### src/rtl/seven_seg_scanner.sv
// Multiplexed hex seven-segment driver with a double-buffered display image that commits only at frame boundaries.
// Optional leading-zero suppression (extra lz_en input) is enabled by defining LEADING_ZERO_BLANK_EN.
module seven_seg_scanner #(
   parameter int NUM_DIGITS  = 8,
   parameter int REFRESH_DIV = 131072
) (
   input  logic                    clk,
   input  logic                    rst,
   input  logic                    load,
   input  logic [4*NUM_DIGITS-1:0] digits_in,
   input  logic [NUM_DIGITS-1:0]   blank_in,
   input  logic [NUM_DIGITS-1:0]   dp_in,
`ifdef LEADING_ZERO_BLANK_EN
   input  logic                    lz_en,
`endif
   output logic [NUM_DIGITS-1:0]   AN,
   output logic [6:0]              led,
   output logic                    dp,
   output logic                    pending
);

   localparam int PW = $clog2(REFRESH_DIV);
   localparam int IW = $clog2(NUM_DIGITS);
   localparam logic [PW-1:0] PRESC_LAST = PW'(REFRESH_DIV - 1);
   localparam logic [IW-1:0] INDEX_LAST = IW'(NUM_DIGITS - 1);

   logic [PW-1:0]           presc_q, presc_d;
   logic [IW-1:0]           index_q, index_d;
   logic [4*NUM_DIGITS-1:0] activeDigits_q, activeDigits_d;
   logic [NUM_DIGITS-1:0]   activeBlank_q, activeBlank_d;
   logic [NUM_DIGITS-1:0]   activeDp_q, activeDp_d;
   logic [4*NUM_DIGITS-1:0] shadowDigits_q, shadowDigits_d;
   logic [NUM_DIGITS-1:0]   shadowBlank_q, shadowBlank_d;
   logic [NUM_DIGITS-1:0]   shadowDp_q, shadowDp_d;
   logic                    pending_q, pending_d;
   logic [NUM_DIGITS-1:0]   an_q, an_d;
   logic [6:0]              led_q, led_d;
   logic                    dp_q, dp_d;

   logic                    digitTick;
   logic                    frameEnd;
   logic [3:0]              curNibble;
   logic                    curBlank;
   logic                    curDp;
   logic                    lzBlank;

   function automatic logic [6:0] glyph(input logic [3:0] nibble);
      logic [6:0] seg;
      case (nibble)
         4'h0: seg = 7'b0000001;
         4'h1: seg = 7'b1001111;
         4'h2: seg = 7'b0010010;
         4'h3: seg = 7'b0000110;
         4'h4: seg = 7'b1001100;
         4'h5: seg = 7'b0100100;
         4'h6: seg = 7'b0100000;
         4'h7: seg = 7'b0001111;
         4'h8: seg = 7'b0000000;
         4'h9: seg = 7'b0000100;
         4'hA: seg = 7'b0001000;
         4'hB: seg = 7'b1100000;
         4'hC: seg = 7'b0110001;
         4'hD: seg = 7'b1000010;
         4'hE: seg = 7'b0110000;
         default: seg = 7'b0111000;
      endcase
      return seg;
   endfunction

   // Scan timing plus buffer management: a load always lands in the shadow,
   // even on the boundary edge, so the commit there takes the older image.
   always_comb begin
      digitTick = (presc_q == PRESC_LAST);
      frameEnd  = digitTick && (index_q == INDEX_LAST);

      presc_d = digitTick ? '0 : presc_q + 1'b1;
      index_d = index_q;
      if (digitTick) begin
         index_d = (index_q == INDEX_LAST) ? '0 : index_q + 1'b1;
      end

      activeDigits_d = activeDigits_q;
      activeBlank_d  = activeBlank_q;
      activeDp_d     = activeDp_q;
      pending_d      = pending_q;
      if (frameEnd && pending_q) begin
         activeDigits_d = shadowDigits_q;
         activeBlank_d  = shadowBlank_q;
         activeDp_d     = shadowDp_q;
         pending_d      = 1'b0;
      end

      shadowDigits_d = shadowDigits_q;
      shadowBlank_d  = shadowBlank_q;
      shadowDp_d     = shadowDp_q;
      if (load) begin
         shadowDigits_d = digits_in;
         shadowBlank_d  = blank_in;
         shadowDp_d     = dp_in;
         pending_d      = 1'b1;
      end
   end

`ifdef LEADING_ZERO_BLANK_EN
   // A zero digit is suppressed only if no unblanked non-zero digit sits at or above it.
   logic [NUM_DIGITS-1:0] lzMask;
   always_comb begin
      logic seenSignificant;
      seenSignificant = 1'b0;
      lzMask          = '0;
      for (int k = NUM_DIGITS - 1; k >= 1; k--) begin
         if ((activeDigits_q[4*k +: 4] != 4'h0) && !activeBlank_q[k]) begin
            seenSignificant = 1'b1;
         end
         if (!seenSignificant && (activeDigits_q[4*k +: 4] == 4'h0)) begin
            lzMask[k] = 1'b1;
         end
      end
   end
`endif

   always_comb begin
      curNibble = 4'h0;
      curBlank  = 1'b0;
      curDp     = 1'b0;
      an_d      = '1;
      lzBlank   = 1'b0;
      for (int k = 0; k < NUM_DIGITS; k++) begin
         if (IW'(k) == index_q) begin
            curNibble = activeDigits_q[4*k +: 4];
            curBlank  = activeBlank_q[k];
            curDp     = activeDp_q[k];
            an_d[k]   = 1'b0;
`ifdef LEADING_ZERO_BLANK_EN
            lzBlank   = lz_en && lzMask[k];
`endif
         end
      end

      if (curBlank || lzBlank) begin
         led_d = 7'b1111111;
         dp_d  = 1'b1;
      end else begin
         led_d = glyph(curNibble);
         dp_d  = ~curDp;
      end
   end

   always_ff @(posedge clk) begin
      if (rst) begin
         presc_q        <= '0;
         index_q        <= '0;
         activeDigits_q <= '0;
         activeBlank_q  <= '0;
         activeDp_q     <= '0;
         shadowDigits_q <= '0;
         shadowBlank_q  <= '0;
         shadowDp_q     <= '0;
         pending_q      <= 1'b0;
         an_q           <= '1;
         led_q          <= 7'b1111111;
         dp_q           <= 1'b1;
      end else begin
         presc_q        <= presc_d;
         index_q        <= index_d;
         activeDigits_q <= activeDigits_d;
         activeBlank_q  <= activeBlank_d;
         activeDp_q     <= activeDp_d;
         shadowDigits_q <= shadowDigits_d;
         shadowBlank_q  <= shadowBlank_d;
         shadowDp_q     <= shadowDp_d;
         pending_q      <= pending_d;
         an_q           <= an_d;
         led_q          <= led_d;
         dp_q           <= dp_d;
      end
   end

   assign AN      = an_q;
   assign led     = led_q;
   assign dp      = dp_q;
   assign pending = pending_q;

endmodule
### config.mk
export PLATFORM = sky130hd
export DESIGN_NAME = seven_seg_scanner
export DESIGN_NICKNAME = d
export VERILOG_FILES = /design/src/rtl/seven_seg_scanner.sv
export SDC_FILE = /design/constraint.sdc
export NUM_CORES = 1
export LEC_CHECK = 0
export BUFFER_PORTS_ARGS = -buffer_cell sky130_fd_sc_hd__buf_2
export CAP_MARGIN = 5
export CELL_PAD_IN_SITES_DETAIL_PLACEMENT = 0
export CELL_PAD_IN_SITES_GLOBAL_PLACEMENT = 1
export CORE_UTILIZATION = 39
export CTS_CLUSTER_SIZE = 24
export DETAILED_ROUTE_END_ITERATION = 12
export PLACE_DENSITY = 0.82
export SYNTH_ARGS = -nofsm -noshare
export SYNTH_HDL_FRONTEND = slang
export SYNTH_SLANG_ARGS = --single-unit
### constraint.sdc
create_clock -name clk -period 2.6 [get_ports clk]
set_input_delay 0.39 -clock clk [delete_from_list [all_inputs] [get_ports clk]]
set_output_delay 0.39 -clock clk [all_outputs]
set_load 0.005 [all_outputs]
### Yosys cells after proc, flatten, opt, wreduce, memory -nomap -nowiden

Memories as Yosys holds them, arrays and structs flattened. A register that Yosys moved wholly into a read port is not among the register bits.
Cells that the tools add are included.

| storage, ports and cells | value |
|---|---|
| memory bits (read-only) | 112 |
| register bits after elaboration | 126 |
| bits of input ports | 51 |
| memories | 1 |
| logic and storage cells | 65 |
| output and inout bits | 17 |

| operators by class | value |
|---|---|
| bitwise logic cells | 1 |
| mux-type cells | 35 |
| equality and inequality tests | 9 |
| add/sub/neg operators | 2 |
| reductions and logical operators | 6 |

Memories:

| name | words | width | read ports | clocked after memory_dff | wr ports | RTL line | source |
|---|---|---|---|---|---|---|---|
| (name not given) | 16 | 7 | 1 | 1 | 0 | 49 | `case (nibble)` |

Operator list:

| operator | number |
|---|---|
| $mux 4 | 8 |
| $mux 1 | 26 |
| $add 17x1->17 const B | 1 |
| $eq 17x17->1 const B | 1 |
| $eq 3x3->1 const A | 4 |
| $eq 2x3->1 const A | 2 |
| $reduce_or 2->1 | 2 |
| $add 3x1->3 const B | 1 |
| $eq 1x3->1 const A | 1 |
| $eq 3x3->1 const B | 1 |
| $logic_not 3->1 | 1 |
| $mux 3 | 1 |
| $logic_and 1x1->1 | 2 |
| $reduce_bool 2->1 | 1 |
| $not 1->1 | 1 |

### Longest topological paths before layout

Gate-level depths: netlist of run 1.

| logic depth | value |
|---|---|
| depth after elaboration | 10 |
| gate-level depth with buffers | 14 |
| gate-level depth less buffers | 12 |

### Worst setup path after synthesis of run 1

Ideal clock, no wire load.

| timing | value |
|---|---|
| path type | register to register |
| start point | register presc_q[3] |
| end point | register activeBlank_q[7] |
| clock period less this slack | 2.641 ns |
| data arrival time | 2.571 ns |
| slack | -0.041 ns |
| stages on the path, launching flop included | 14 |
| library setup time | 0.070 ns |
| path buffers | 3 |
| required time | 2.530 ns |
| cell sequence | dfxtp_1 -> and4_1 -> and3_1 -> nand2_1 -> nor2_1 -> nand4_1 -> nor2_1 -> ha_1 -> clkbuf_1 -> and3_1 -> clkbuf_1 -> clkbuf_1 -> nand2_1 -> a21oi_1 |

| between the ends | value |
|---|---|
| cells in the longest elaborated chain, start to end | 3 |

RTL lines:

| what | RTL line | source |
|---|---|---|
| start: declaration | 27 | `logic [PW-1:0] presc_q, presc_d;` |
| start signal: assignment | 164 | `presc_q <= presc_d;` |
| $eq 17x17->1 | 73 | `digitTick = (presc_q == PRESC_LAST);` |
| $logic_and 1x1->1 | 74 | `frameEnd = digitTick && (index_q == INDEX_LAST);` |
| $logic_and 1x1->1 | 86 | `if (frameEnd && pending_q) begin` |
| end signal: assignment | 167 | `activeBlank_q <= activeBlank_d;` |
| end: declaration | 30 | `logic [NUM_DIGITS-1:0] activeBlank_q, activeBlank_d;` |

No other way between the ends.
A chain may end at the register's enable or synchronous reset.

### Worst setup path in the final report of run 1

| timing | value |
|---|---|
| start point | register index_q[0] |
| end point | register led_q[3], in the netlist led[3] |

| between the ends | value |
|---|---|
| cells in the longest elaborated chain, start to end | 10 |
| elaborated cells between the ends (all ways) | 25 |
| those cells by class | eq/ne (7); mux (16); reduce/logical (2) |

RTL lines:

| what | RTL line | source |
|---|---|---|
| start: declaration | 28 | `logic [IW-1:0] index_q, index_d;` |
| start signal: assignment | 165 | `index_q <= index_d;` |
| $logic_not 3->1 | 129 | `if (IW'(k) == index_q) begin` |
| $mux 1 (8 in a row) | 129 |  |
| $reduce_or 2->1 (no source line) | n/a |  |
| end: declaration | 37 | `logic [6:0] led_q, led_d;` |

Several ways; a longest one is shown, not always the timed one.

==> results.py, run 1 <==
metrics = {
    "status": {
        "outcome": "finished, final reports clean",
    },
    "power": {
        "p_per_area_nw_per_um2": 679,
        "p_total_uw": 4460,
        "vdd_drop_max_uv": 382,
        "total_leakage_power_uw": 0.00262,
    },
    "synthesis": {
        "synth_top_flop_cell": "dfxtp_1",
        "yosysSeqAreaShare": 0.486,
        "synth_edf_count": 0,
        "avgSynthCellArea_um2": 8.62,
        "yosys_warnings": 0,
        "synth_nets": 700,
        "async_flop_share": 0,
        "ys_types": 51,
        "netlist_instances": 635,
        "ys_ff_latch": 133,
        "synth_area_um2": 5480,
    },
    "clock_tree": {
        "h-tree-depth": 4,
        "clkTransAtPathRegs_ns": 0.05,
        "cts_tree": "built",
        "cts-root-buf": "clkbuf_16",
        "insertion_delay_ns": 0.41,
        "clock_path_buffers": 2,
        "clkSinkCount": 133,
        "cts_buffers": 17,
        "cts_setup_buffers": 0,
    },
    "drt": {
        "drt-total-wl_mm": 11.8,
        "drt_iter0_drc": 236,
        "firstDrtPassIters": 4,
        "drc_errors": 0,
        "vias_per_cell": 4.92,
        "final_antenna_net_count": 0,
        "vias": 4331,
        "wl_per_cell_um": 13.3,
    },
    "timing": {
        "hold_viol_final": 0,
        "setup_viol": 0,
        "setup_ws_ns": 0.158,
        "skew_ns": 0.00942,
        "fin_setup_tns_ns": 0,
        "drv_slew": 0,
        "finalCriticalPeriod_ns": 2.44,
        "rsz0062_at_grt": "yes",
        "relSlewSlack": 0.488,
        "post-route-period-util": 0.939,
        "tightestPinTransition_ns": 0.769,
        "whs_ns": 0.211,
        "fmax_mhz": 409,
    },
    "worst_setup_path": {
        "critPathTopFamily": "adder cells",
        "required_ns": 2.88,
        "crit_type": "reg2reg",
        "max_stage_delay_ns": 0.35,
        "arrival_ns": 2.72,
        "cp_cell_sequence": "ha_1 > ha_4 > nor2_2 > o21ai_0 > a32oi_1 > o21ai_0 > o21ai_1 > inv_2 > ha_1 > mux2i_1 > mux2_2 > nand2_1",
        "cp_max_fo": 7,
        "cp-start-kind": "flop",
        "cp.buffers_inverters": 1,
        "end_kind": "flop",
        "critPathSlowestCell": "dfxtp_1",
    },
    "cells_and_area": {
        "nFillCells": 1329,
        "utilization": 0.489,
        "syn_to_final_growth_pct": 20.0,
        "diodes": 0,
        "finalNetCount": 761,
        "drive_above_1_share": 0.187,
    },
    "worst_hold_path": {
        "hp-class": "in2reg",
    },
    "placement": {
        "pre_cts_ws_ns": 0.0351,
        "dp_hpwl_mm": 8.15,
        "port_buffers": 67,
        "gp_congestion": 0.922,
    },
    "grt": {
        "overflow": 0,
        "grt_max_degree": 77,
        "antenna_found_initial": 0,
        "grt_pass1_vias": 4277,
        "grt_use_total": 0.169,
        "grt_pass1_wl_mm": 19.5,
    },
    "flow_run": {
        "max_cap_violations": 0,
    },
    "floorplanning": {
        "die_h_um": 121,
        "core_area_um2": 13500,
        "start_util": 0.407,
        "dieWidth_um": 121,
        "die_area_um2": 14500,
        "std_cell_rows": 42,
        "io_pins": 68,
    },
}
per-layer routing:
| layer | routed length (um) | part of all wire | global-route usage |
|---|---|---|---|
| met1 | 5530 | 0.47 | 0.203 |
| met2 | 5540 | 0.47 | 0.281 |
| met3 | 437 | 0.037 | 0.0472 |
| met4 | 250 | 0.021 | 0.0764 |
| met5 | 0 | 0 | 0 |
kinds of logic (layout without fill, tap and decap cells):
| family | Yosys count | count (layout) | synth area share |
|---|---|---|---|
| AND/OR/NAND/NOR | 256 | 256 | 0.193 |
| flip-flops | 133 | 133 | 0.486 |
| AO/OA/AOI/OAI | 103 | 103 | 0.117 |
| buffers and inverters | 61 | 131 | 0.0507 |
| multiplexers | 53 | 53 | 0.0971 |
| XOR/XNOR | 15 | 15 | 0.0240 |
| adder cells (fa/ha/maj) | 14 | 14 | 0.0320 |
area by class of cell:
cell class                      instances  area [um^2]  area share
Inverter                               16         60.1     0.00914
Clock buffer                           23          478      0.0727
Clock inverter                          5         52.6     0.00800
Tap cell                              176          220      0.0335
Multi-Input combinational cell        441         2570       0.391
Sequential cell                       133         2660       0.405
Timing Repair Buffer                   87          531      0.0807
where the power goes:
group          switching [uW]  internal, uW
Sequential               29.0          2100
Clock                     796          1360
Combinational            92.5          87.8
Total                     917          3540
final timing paths:
path          startpoint                to  slack [ns]  depth (start not counted)
min          blank_in[3]  shadowBlank_q[3]        0.21                          3
min reg2reg   presc_q[0]        presc_q[0]        0.45                          1
max reg2reg   index_q[0]            led[3]        0.16                         12
max           index_q[0]            led[3]        0.16                         12
flip-flops by register name, indices dropped and copies added, names as in the netlist:
name and flops:
activeDp_q 8, presc_q 17, AN 8, led 7
activeDigits_q 32, activeBlank_q 8, shadowDigits_q 32, index_q 3
shadowBlank_q 8, shadowDp_q 8, pending 1, dp 1
synthesized netlist by cell type, types with 4 or more instances:
cell type | number | share of area
ha_1 | 14 | 0.032
nand3_1 | 12 | 0.011
nand2b_1 | 6 | 0.0069
o21ai_0 | 10 | 0.0091
buf_2 | 6 | 0.0055
inv_1 | 15 | 0.010
clkbuf_1 | 31 | 0.021
nand2_1 | 132 | 0.090
nor2_1 | 83 | 0.057
mux2i_1 | 52 | 0.095
buf_6 | 4 | 0.0082
a21oi_1 | 63 | 0.058
dfxtp_1 | 133 | 0.49
xor2_1 | 12 | 0.019
per-stage QoR:
stage	area [um^2]	cells
after floorplan	5480	635
after global placement	5980	852
after detailed placement	5980	852
after CTS	6520	880
after global routing	6570	881
final	6570	881
repair_timing:
| item | in CTS | in global routing |
|---|---|---|
| hold buffers | 0 | 0 |
| gates resized for setup | 0 | 11 |
| setup endpoints to repair | 0 | 8 |
cells in the final DEF (no fill, tap or decap), types with 3 or more instances in the layout:
cell type / Yosys / layout
ha_2: 0 / 5
mux2i_1: 52 / 52
nand2b_1: 6 / 6
nand3_1: 12 / 12
o21ai_0: 10 / 10
ha_1: 14 / 8
inv_1: 15 / 13
nand2_1: 132 / 132
o221ai_1: 3 / 3
xnor2_1: 3 / 3
and2_1: 3 / 3
buf_2: 6 / 66
clkbuf_16: 0 / 18
buf_4: 3 / 18
dfxtp_1: 133 / 133
nand4_1: 3 / 3
nor2_1: 83 / 83
clkbuf_8: 0 / 3
clkbuf_1: 31 / 3
xor2_1: 12 / 12
clkinv_2: 0 / 3
a21oi_1: 63 / 63
nand3b_1: 3 / 3
worst register-to-register path, stage by stage (launching register included):
cell	delay [ns]
dfxtp_1	0.35
ha_1	0.26
ha_4	0.20
nor2_2	0.10
o21ai_0	0.09
a32oi_1	0.16
o21ai_0	0.12
o21ai_1	0.28
inv_2	0.11
ha_1	0.30
mux2i_1	0.13
mux2_2	0.16
nand2_1	0.05
No activity file was read; power rests on OpenSTA's default activity.
==> inputs of run 2 (changes only) <==
--- a/config.mk
+++ b/config.mk
@@ -12,6 +12,7 @@
 export CORE_UTILIZATION = 39
 export CTS_CLUSTER_SIZE = 24
 export DETAILED_ROUTE_END_ITERATION = 12
+export MAX_ROUTING_LAYER = met4
 export PLACE_DENSITY = 0.82
 export SYNTH_ARGS = -nofsm -noshare
 export SYNTH_HDL_FRONTEND = slang
==> results.py, run 2 (synthesized netlist as in run 1, its figures left out) <==
metrics = {
    "power": {
        "vdd_drop_max_uv": 455,
        "p_per_area_nw_per_um2": 674,
        "total_leakage_power_uw": 0.00261,
    },
    "clock_tree": {
        "h-tree-depth": 4,
        "cts-root-buf": "clkbuf_16",
        "clkTransAtPathRegs_ns": 0.06,
        "insertion_delay_ns": 0.42,
        "clock_path_buffers": 2,
        "cts_buffers": 17,
        "clkSinkCount": 133,
        "cts_tree": "built",
        "cts_hold_buf": 0,
    },
    "drt": {
        "vias": 4352,
        "vias_per_cell": 4.95,
        "drt_iter0_drc": 224,
        "wl_per_cell_um": 13.5,
        "final_antenna_net_count": 0,
        "drt-total-wl_mm": 11.9,
        "firstDrtPassIters": 4,
        "drc_errors": 0,
    },
    "cells_and_area": {
        "diodes": 0,
        "stdcell_area_um2": 6550,
        "drive_above_1_share": 0.186,
        "layout_commonest_cell": "dfxtp_1",
        "utilization": 0.487,
        "finalNetCount": 760,
        "reg_top3": "activeDigits_q x32, shadowDigits_q x32, presc_q x17",
        "layout_common_cells": "dfxtp_1, nand2_1, nor2_1, buf_2, a21oi_1",
        "syn_to_final_growth_pct": 19.6,
    },
    "placement": {
        "port_buffers": 67,
        "dp_hpwl_mm": 8.06,
        "pre_cts_ws_ns": 0.000862,
        "place_area_um2": 5980,
        "gp_congestion": 0.938,
    },
    "floorplanning": {
        "std_cell_rows": 42,
        "start_util": 0.407,
        "die_h_um": 121,
        "dieWidth_um": 121,
        "io_pins": 68,
        "core_area_um2": 13500,
        "die_area_um2": 14500,
    },
    "timing": {
        "setup_viol": 0,
        "finalCriticalPeriod_ns": 2.49,
        "setup_ws_ns": 0.113,
        "skew_ns": 0.0101,
        "rsz0062_at_grt": "yes",
        "drv_slew": 0,
        "fmax_mhz": 402,
        "relSlewSlack": 0.492,
        "tightestPinTransition_ns": 0.761,
        "hold_viol_final": 0,
        "post-route-period-util": 0.957,
    },
    "worst_hold_path": {
        "hold_start": "digits_in[9]",
        "hp-class": "in2reg",
        "min_path_cells": 3,
    },
    "worst_setup_path": {
        "required_ns": 2.89,
        "worstSetupStartpoint": "index_q[0]",
        "rr_startpoint": "index_q[0]",
        "r2r_cells": 12,
        "worst-path-stages": 12,
        "max_stage_delay_ns": 0.35,
        "critPathTopFamily": "adder cells",
        "cp-start-kind": "flop",
        "cp_max_fo": 7,
        "crit_type": "reg2reg",
        "cp_cell_sequence": "ha_1 > ha_4 > nor2_2 > o21ai_0 > a32oi_1 > o21ai_0 > o21ai_1 > inv_1 > ha_1 > mux2i_1 > mux2_2 > nand2_1",
        "cp.buffers_inverters": 1,
        "end_kind": "flop",
        "arrival_ns": 2.78,
        "critPathSlowestCell": "dfxtp_1",
    },
    "grt": {
        "grt_use_total": 0.176,
        "grt_pass1_vias": 4383,
        "grt_pass1_wl_mm": 19.7,
        "antenna_found_initial": 0,
        "overflow": 0,
        "grt_max_degree": 77,
    },
    "flow_run": {
        "max_cap_violations": 0,
    },
    "status": {
        "outcome": "finished, final reports clean",
    },
}
==> run 2: path summary, 6_finish.rpt <==
kind                       end  slack (ns)
max                     led[3]        0.11
min          shadowDigits_q[9]        0.21
min reg2reg         presc_q[0]        0.45
max reg2reg             led[3]        0.11
==> run 2: worst min-delay path, cell delays in order <==
cell and delay (ns):
buf_2 0.07, mux2i_1 0.05, nor2_1 0.07
==> run 2: layout make-up <==
class	count	area, um^2
clock inverters	7	60.1
well taps	176	220
fillers	1326	6900
inverters	16	60.1
multi-input cells	441	2570
flip-flops and latches	133	2660
repair buffers	86	527
clock buffers	21	450
==> run 2: routing by layer <==
| metal | part of all wire | track usage |
|---|---|---|
| met4 | 0.019 | 0.0694 |
| met2 | 0.47 | 0.293 |
| met1 | 0.47 | 0.198 |
| met5 | 0 | - |
| met3 | 0.044 | 0.0528 |
==> run 2: report_power, final <==
group          switching [uW]  internal (uW)
registers                28.9           2100
logic                    92.7           88.0
clock network             805           1300
total                     926           3490
==> run 2: metrics by stage <==
stage	hold WS (ns)	cells	setup TNS, ns	total power, uW
global route	0.203	880	-0.0523	4570
finish	0.206	880	0	4410
detailed placement	0.441	851	0	2350
floorplan	0.413	635	-0.824	2280
CTS	0.190	879	0	4460
global placement	0.422	851	0	2340
==> run 2: repair_timing <==
action / in CTS / in global routing
gates cloned: 0 / 1
setup endpoints to repair: 1 / 43
setup buffers: 0 / 0
resized for setup: 1 / 12
